**src/rtl/frame_stream_out_if.sv**
```systemverilog
// Pixel stream bus: one 8-bit pixel per beat, valid/ready handshake,
// with start-of-frame, end-of-line and end-of-frame markers.
interface frame_stream_out_if;
    logic       m_valid;
    logic       m_ready;
    logic [7:0] m_data;
    logic       m_sof;
    logic       m_eol;
    logic       m_eof;

    modport master (
        output m_valid,
        output m_data,
        output m_sof,
        output m_eol,
        output m_eof,
        input  m_ready
    );

    modport slave (
        input  m_valid,
        input  m_data,
        input  m_sof,
        input  m_eol,
        input  m_eof,
        output m_ready
    );
endinterface

```
**src/rtl/frame_stream_out.sv**
```systemverilog
// Downstream stage of the bilinear downscaler. It snapshots a finished
// IMG_H x IMG_W image on the rising edge of frame_valid and streams it out
// in raster order, one pixel per beat. The snapshot frees the downscaler
// to work on the next frame while this one drains. Rising edges that
// arrive mid-stream are dropped and counted; a rise coincident with the
// last-beat transfer is taken without a bubble.
module frame_stream_out #(
    parameter int IMG_H = 3,
    parameter int IMG_W = 3
) (
    input  logic                clk,
    input  logic                rst,          // asynchronous, active-low
    input  logic                frame_valid,
    input  logic [7:0]          frame_in [IMG_H][IMG_W],
    frame_stream_out_if.master  m,
    output logic                busy,
    output logic                frame_drop,
    output logic [7:0]          drop_count
);

    localparam int RW  = $clog2(IMG_H) + 1;
    localparam int CW  = $clog2(IMG_W) + 1;
    // Index bits actually needed to address the buffer dimensions.
    localparam int RIW = (IMG_H > 1) ? $clog2(IMG_H) : 1;
    localparam int CIW = (IMG_W > 1) ? $clog2(IMG_W) : 1;

    typedef enum logic [0:0] {
        S_IDLE,
        S_STREAM
    } state_t;

    state_t         state_q;
    logic [RW-1:0]  row_q;
    logic [CW-1:0]  col_q;
    logic           fv_q;
    logic [7:0]     buf_q [IMG_H][IMG_W];
    logic           m_valid_q;
    logic [7:0]     m_data_q;
    logic           m_sof_q;
    logic           m_eol_q;
    logic           m_eof_q;
    logic           frame_drop_q;
    logic [7:0]     drop_count_q;

    logic           fv_rise;
    logic           fire;
    logic           at_last_col;
    logic           at_last;
    logic           load;
    logic           drop_d;
    logic [RW-1:0]  nxt_row;
    logic [CW-1:0]  nxt_col;

    // Edge detect, handshake and raster-position helpers, all from registers.
    assign fv_rise     = frame_valid & ~fv_q;
    assign fire        = m_valid_q & m.m_ready;
    assign at_last_col = (col_q == CW'(IMG_W - 1));
    assign at_last     = at_last_col & (row_q == RW'(IMG_H - 1));
    assign nxt_col     = at_last_col ? '0 : col_q + CW'(1);
    assign nxt_row     = at_last_col ? row_q + RW'(1) : row_q;

    // A new frame is taken when idle, or when the current frame's last beat
    // leaves in the same cycle; any other rise while streaming is dropped.
    assign load   = fv_rise & ((state_q == S_IDLE) | (fire & at_last));
    assign drop_d = fv_rise & (state_q == S_STREAM) & ~(fire & at_last);

    // Frame-edge register: reset high so a level held through reset is ignored.
    always_ff @(posedge clk or negedge rst) begin
        if (!rst) fv_q <= 1'b1;
        else      fv_q <= frame_valid;
    end

    // Drop pulse and saturating drop counter.
    always_ff @(posedge clk or negedge rst) begin
        if (!rst) begin
            frame_drop_q <= 1'b0;
            drop_count_q <= '0;
        end else begin
            frame_drop_q <= drop_d;
            if (drop_d && drop_count_q != 8'hFF) drop_count_q <= drop_count_q + 8'd1;
        end
    end

    // Frame buffer snapshot.
    always_ff @(posedge clk or negedge rst) begin
        // NOTE: the buffer is small and its reset contents are observable as
        // all-zero, so it is cleared here; large RAMs would normally be left
        // unreset so they can map onto memory macros.
        if (!rst)      buf_q <= '{default: '0};
        else if (load) buf_q <= frame_in;
    end

    // Streaming FSM with registered beat outputs (data and markers are the
    // value for the position being entered, so nothing depends on m_ready
    // combinationally).
    always_ff @(posedge clk or negedge rst) begin
        // NOTE: non-blocking assignments keep every register updating from
        // the same pre-edge values regardless of statement order.
        if (!rst) begin
            state_q   <= S_IDLE;
            row_q     <= '0;
            col_q     <= '0;
            m_valid_q <= 1'b0;
            m_data_q  <= '0;
            m_sof_q   <= 1'b0;
            m_eol_q   <= 1'b0;
            m_eof_q   <= 1'b0;
        end else if (load) begin
            state_q   <= S_STREAM;
            row_q     <= '0;
            col_q     <= '0;
            m_valid_q <= 1'b1;
            m_data_q  <= frame_in[0][0];
            m_sof_q   <= 1'b1;
            m_eol_q   <= (IMG_W == 1);
            m_eof_q   <= (IMG_W == 1) && (IMG_H == 1);
        end else if (state_q == S_STREAM && fire) begin
            if (at_last) begin
                state_q   <= S_IDLE;
                row_q     <= '0;
                col_q     <= '0;
                m_valid_q <= 1'b0;
                m_data_q  <= '0;
                m_sof_q   <= 1'b0;
                m_eol_q   <= 1'b0;
                m_eof_q   <= 1'b0;
            end else begin
                row_q    <= nxt_row;
                col_q    <= nxt_col;
                m_data_q <= buf_q[nxt_row[RIW-1:0]][nxt_col[CIW-1:0]];
                m_sof_q  <= 1'b0;
                m_eol_q  <= (nxt_col == CW'(IMG_W - 1));
                m_eof_q  <= (nxt_col == CW'(IMG_W - 1)) && (nxt_row == RW'(IMG_H - 1));
            end
        end
    end

    assign m.m_valid  = m_valid_q;
    assign m.m_data   = m_data_q;
    assign m.m_sof    = m_sof_q;
    assign m.m_eol    = m_eol_q;
    assign m.m_eof    = m_eof_q;
    assign busy       = (state_q == S_STREAM);
    assign frame_drop = frame_drop_q;
    assign drop_count = drop_count_q;

endmodule
```
**src/flat_wrapper.sv**
```systemverilog
// flat-port wrapper written by rule: the top's interface ports become plain ports
module frame_stream_out_flat 
#(
    parameter int IMG_H = 3,
    parameter int IMG_W = 3
)
  (clk, rst, frame_valid, frame_in, busy, frame_drop, drop_count, m_m_valid, m_m_data, m_m_sof, m_m_eol, m_m_eof, m_m_ready);
  frame_stream_out_if m_i ();
  input  logic clk;
  input  logic rst;
  input  logic frame_valid;
  input  logic [7:0] frame_in[IMG_H][IMG_W];
  output logic busy;
  output logic frame_drop;
  output logic [7:0] drop_count;
  output wire logic [$bits(m_i.m_valid)-1:0] m_m_valid;
  output wire logic [$bits(m_i.m_data)-1:0] m_m_data;
  output wire logic [$bits(m_i.m_sof)-1:0] m_m_sof;
  output wire logic [$bits(m_i.m_eol)-1:0] m_m_eol;
  output wire logic [$bits(m_i.m_eof)-1:0] m_m_eof;
  input wire logic [$bits(m_i.m_ready)-1:0] m_m_ready;
  assign m_m_valid = m_i.m_valid;
  assign m_m_data = m_i.m_data;
  assign m_m_sof = m_i.m_sof;
  assign m_m_eol = m_i.m_eol;
  assign m_m_eof = m_i.m_eof;
  assign m_i.m_ready = m_m_ready;
  frame_stream_out #(.IMG_H(IMG_H), .IMG_W(IMG_W)) u_core (.clk(clk), .rst(rst), .frame_valid(frame_valid), .frame_in(frame_in), .m(m_i), .busy(busy), .frame_drop(frame_drop), .drop_count(drop_count));
endmodule
```
**config.mk**
```make
export PLATFORM = sky130hd
export DESIGN_NAME = frame_stream_out_flat
export DESIGN_NICKNAME = d
export VERILOG_FILES = /design/src/rtl/frame_stream_out_if.sv /design/src/rtl/frame_stream_out.sv /design/src/flat_wrapper.sv
export SDC_FILE = /design/constraint.sdc
export NUM_CORES = 1
export LEC_CHECK = 0
export CORE_ASPECT_RATIO = 1.75
export CORE_MARGIN = 2
export CORE_UTILIZATION = 55
export DETAILED_ROUTE_END_ITERATION = 7
export PLACE_DENSITY = 0.85
export RECOVER_POWER = 50
export SLEW_MARGIN = 20
export SYNTH_ARGS = -nofsm -noshare
export SYNTH_HDL_FRONTEND = slang
export SYNTH_SLANG_ARGS = --single-unit
```
**constraint.sdc**
```tcl
create_clock -name clk -period 4.45 [get_ports clk]
set_input_delay 0.89 -clock clk [delete_from_list [all_inputs] [get_ports clk]]
set_output_delay 0.89 -clock clk [all_outputs]
set_load 0.05 [all_outputs]
```
==> results.json <==
{
  "status": "complete, but fails checks",
  "violations": "max-capacitance violations, max-slew violations",
  "cp_cell_sequence": "clkdlybuf4s50_1 -> nand4bb_1 -> o21ai_0 -> and2b_2 -> buf_12 -> mux2_2",
  "power.density_nw_per_um2": 711.9,
  "clock_sinks": 100,
  "synth_edf_count": 0,
  "start_kind": "input pin",
  "place_inst": 554,
  "vias_per_cell": 5.835,
  "drc_errors": 0,
  "synth.yosys.warnings": 0,
  "tightest_slew_ns": 1.702,
  "h-tree-depth": 3,
  "num_rows": 44,
  "r2r-start": "u_core.row_q[0]$_DFFE_PN0P_",
  "antenna_found_initial": 0,
  "dr.pass1.iters": 4,
  "maxCapViolations": 1,
  "synth.top_cells.by_area": "dfrtp_1, mux2_2, mux2i_1",
  "drive_gt1_share_pct": 25.71,
  "fin_area_um2": 6165,
  "grt_pass1_vias": 3581,
  "worstSetupEndpoint": "u_core.buf_q[25]$_DFFE_PN0P_",
  "clkLatencyLatePin_ns": 0.35,
  "hp-class": "flip-flop to flip-flop",
  "postLayoutCoreUtil_pct": 73.67,
  "crit_type": "input pin to flip-flop",
  "synth_top_cell_area_share_pct": 52.05,
  "crit_family": "buffers and inverters",
  "synth.distinct_cells": 41,
  "synthFlopType": "dfrtp_1",
  "async_flop_share_pct": 100.0,
  "pre_cts_ws_ns": 0.9370,
  "critPathBufInv": 2,
  "crit_start": "m_m_ready",
  "postCtsHoldBufs": 0,
  "yosysSeqAreaShare_pct": 52.60,
  "reg2reg_slack_ns": 1.59,
  "grt_max_degree": 71,
  "final.setup.worst_slack_ns": 1.290,
  "syn_to_final_growth_pct": 29.52,
  "cpMaxStageDelayCell": "and2b_2",
  "ff2ff_path_depth": 7,
  "die_w_um": 74.32,
  "fp.coreArea_um2": 8368,
  "portBuffers": 97,
  "setup_viol": 0,
  "syn_area_um2": 4760,
  "layout_min_cycle_time_ns": 3.161,
  "fin_skew_ns": 0.006449,
  "synth_nets": 436,
  "track_usage_pct": 26.05,
  "postCtsSetupRepairBufs": 0,
  "nets": 529,
  "grt_pass1_wl_mm": 18.00,
  "synth_top_area_cell": "dfrtp_1",
  "ys_top_cells_by_count": "dfrtp_1, mux2_2, mux2i_1",
  "dieArea_um2": 9443,
  "gr-total-overflow": 0,
  "cts_made_buffers": 9,
  "fmax_mhz": 316.4,
  "drt_iter0_markers": 185,
  "cts_resized": 0,
  "postPlaceCellArea_um2": 5836,
  "design.portCount": 98,
  "worstPathRequired_ns": 4.68,
  "num_vias": 3326,
  "hold_viol": 0,
  "finalSetupTns_ns": 0,
  "leakagePower_nw": 2.636,
  "yosys_register_bits": 100,
  "hold_depth": 1,
  "reg2reg_to": "u_core.buf_q[25]$_DFFE_PN0P_",
  "critPathCaptureType": "flip-flop",
  "die_h_um": 127.1,
  "cts_buffer_depth": 2,
  "rsz0062_at_grt": "no",
  "cts_root_buffer": "clkbuf_16",
  "slew_viol_final": 71,
  "fin_cells": 570,
  "drtAntennaViolNets": 0,
  "insertedDiodeCount": 0,
  "finalCritPeriodShare_pct": 71.02,
  "critPathMaxStageDelay_ns": 0.63,
  "dp.final_hpwl_mm": 8.048,
  "ir_drop_uv": 448.7,
  "clkTransAtPathRegs_ns": 0.07,
  "cp_num_cells": 6,
  "initial_core_util_pct": 56.88,
  "slew-limit-headroom_pct": -13.47,
  "wl_per_cell_um": 19.81,
  "timing.critical_path.arrival_ns": 3.39,
  "tritoncts": "built",
  "syn_area_per_cell_um2": 13.33,
  "crit_fanout": 29,
  "syn_inst": 357,
  "place.gp.congestion": 0.9456,
  "yosysMostFrequentCell": "dfrtp_1",
  "wl_mm": 11.29
}
==> final cells by class <==
cell class                 count  area, µm²
timing repair buffer         103       1032
clock inverter                 5      82.58
clock buffer                  11      252.7
tap                          115      143.9
multi-input combinational    230       2127
inverter                       6      22.52
sequential                   100       2504
fill                         595       2203
==> registers in the layout, indices dropped and copies added, names as in the netlist <==
signal	count
u_core.busy	1
u_core.buf_q	72
u_core.m.m_sof	1
u_core.col_q	3
u_core.drop_count	8
u_core.row_q	3
u_core.m.m_eof	1
u_core.fv_q	1
u_core.m.m_data	8
u_core.frame_drop	1
u_core.m.m_eol	1
==> per-layer routing <==
layer,part of all wire (%),vias up,track usage (%)
met2,54,104,43.33
met5,0,-,0
met4,5.8,0,17.44
li1,-,1516,-
met3,3.5,33,2.366
met1,37,1673,31.31
==> layout by cell type (no fill, tap or decap), types with 2 or more instances in the layout <==
master           synthesis  final
mux2_2                  81     81
a21o_1                   2      2
o22a_1                   8      8
nor3_1                   2      2
nor3b_1                  2      2
nor2b_1                  5      5
dlygate4sd3_1            0      6
buf_4                    5      3
o21ai_1                  9      8
a21oi_1                 11     11
clkbuf_8                 0      2
nand2b_1                 5      5
ha_1                     3      3
nor2_1                  13     13
mux4_2                   8      8
dfrtp_1                 99     99
nand2_1                 10     10
a221oi_1                16     16
clkbuf_16                0      9
and3_1                   2      2
xnor2_1                  7      7
o21ai_0                  6      7
buf_12                   0      2
nand4_1                  5      5
inv_1                    6      6
mux2i_1                 20     20
bufinv_16                0      2
clkdlybuf4s50_1          0     90
==> stage by stage <==
stage          hold WS, ns  power (mW)
6_report            0.5031       4.389
5_1_grt             0.5189       4.612
4_1_cts             0.5049       4.413
3_5_place_dp        0.4723       3.521
3_3_place_gp        0.4707       3.446
2_1_floorplan       0.4749       2.933
==> cell families (layout without fill, tap and decap cells) <==
family / Yosys count / after routing / synth area share, %
flip-flops: 100 / 100 / 52.60
buffers and inverters: 27 / 125 / 2.734
multiplexers: 110 / 110 / 27.63
adder cells (fa/ha/maj): 3 / 3 / 0.7887
XOR/XNOR: 9 / 9 / 2.051
AO/OA/AOI/OAI: 58 / 58 / 8.675
AND/OR/NAND/NOR: 50 / 50 / 5.521
==> worst min-delay path by stage <==
stage | from | endpoint | slack, ns
6_report | u_core.buf_q[59]$_DFFE_PN0P_ | u_core.buf_q[59]$_DFFE_PN0P_ | 0.50
3_5_place_dp | u_core.m.m_sof$_DFFE_PN0P_ | u_core.m.m_sof$_DFFE_PN0P_ | 0.47
5_1_grt | u_core.buf_q[16]$_DFFE_PN0P_ | u_core.buf_q[16]$_DFFE_PN0P_ | 0.52
4_1_cts | u_core.buf_q[59]$_DFFE_PN0P_ | u_core.buf_q[59]$_DFFE_PN0P_ | 0.50
3_3_place_gp | u_core.m.m_sof$_DFFE_PN0P_ | u_core.m.m_sof$_DFFE_PN0P_ | 0.47
2_1_floorplan | u_core.buf_q[10]$_DFFE_PN0P_ | u_core.buf_q[10]$_DFFE_PN0P_ | 0.47
==> report_power, final <==
group | switching, mW | total (mW) | internal [mW]
clock | 0.337 | 0.862 | 0.525
sequential | 0.294 | 1.62 | 1.32
combinational | 0.960 | 1.91 | 0.949
(Power assumes the default switching activity.)
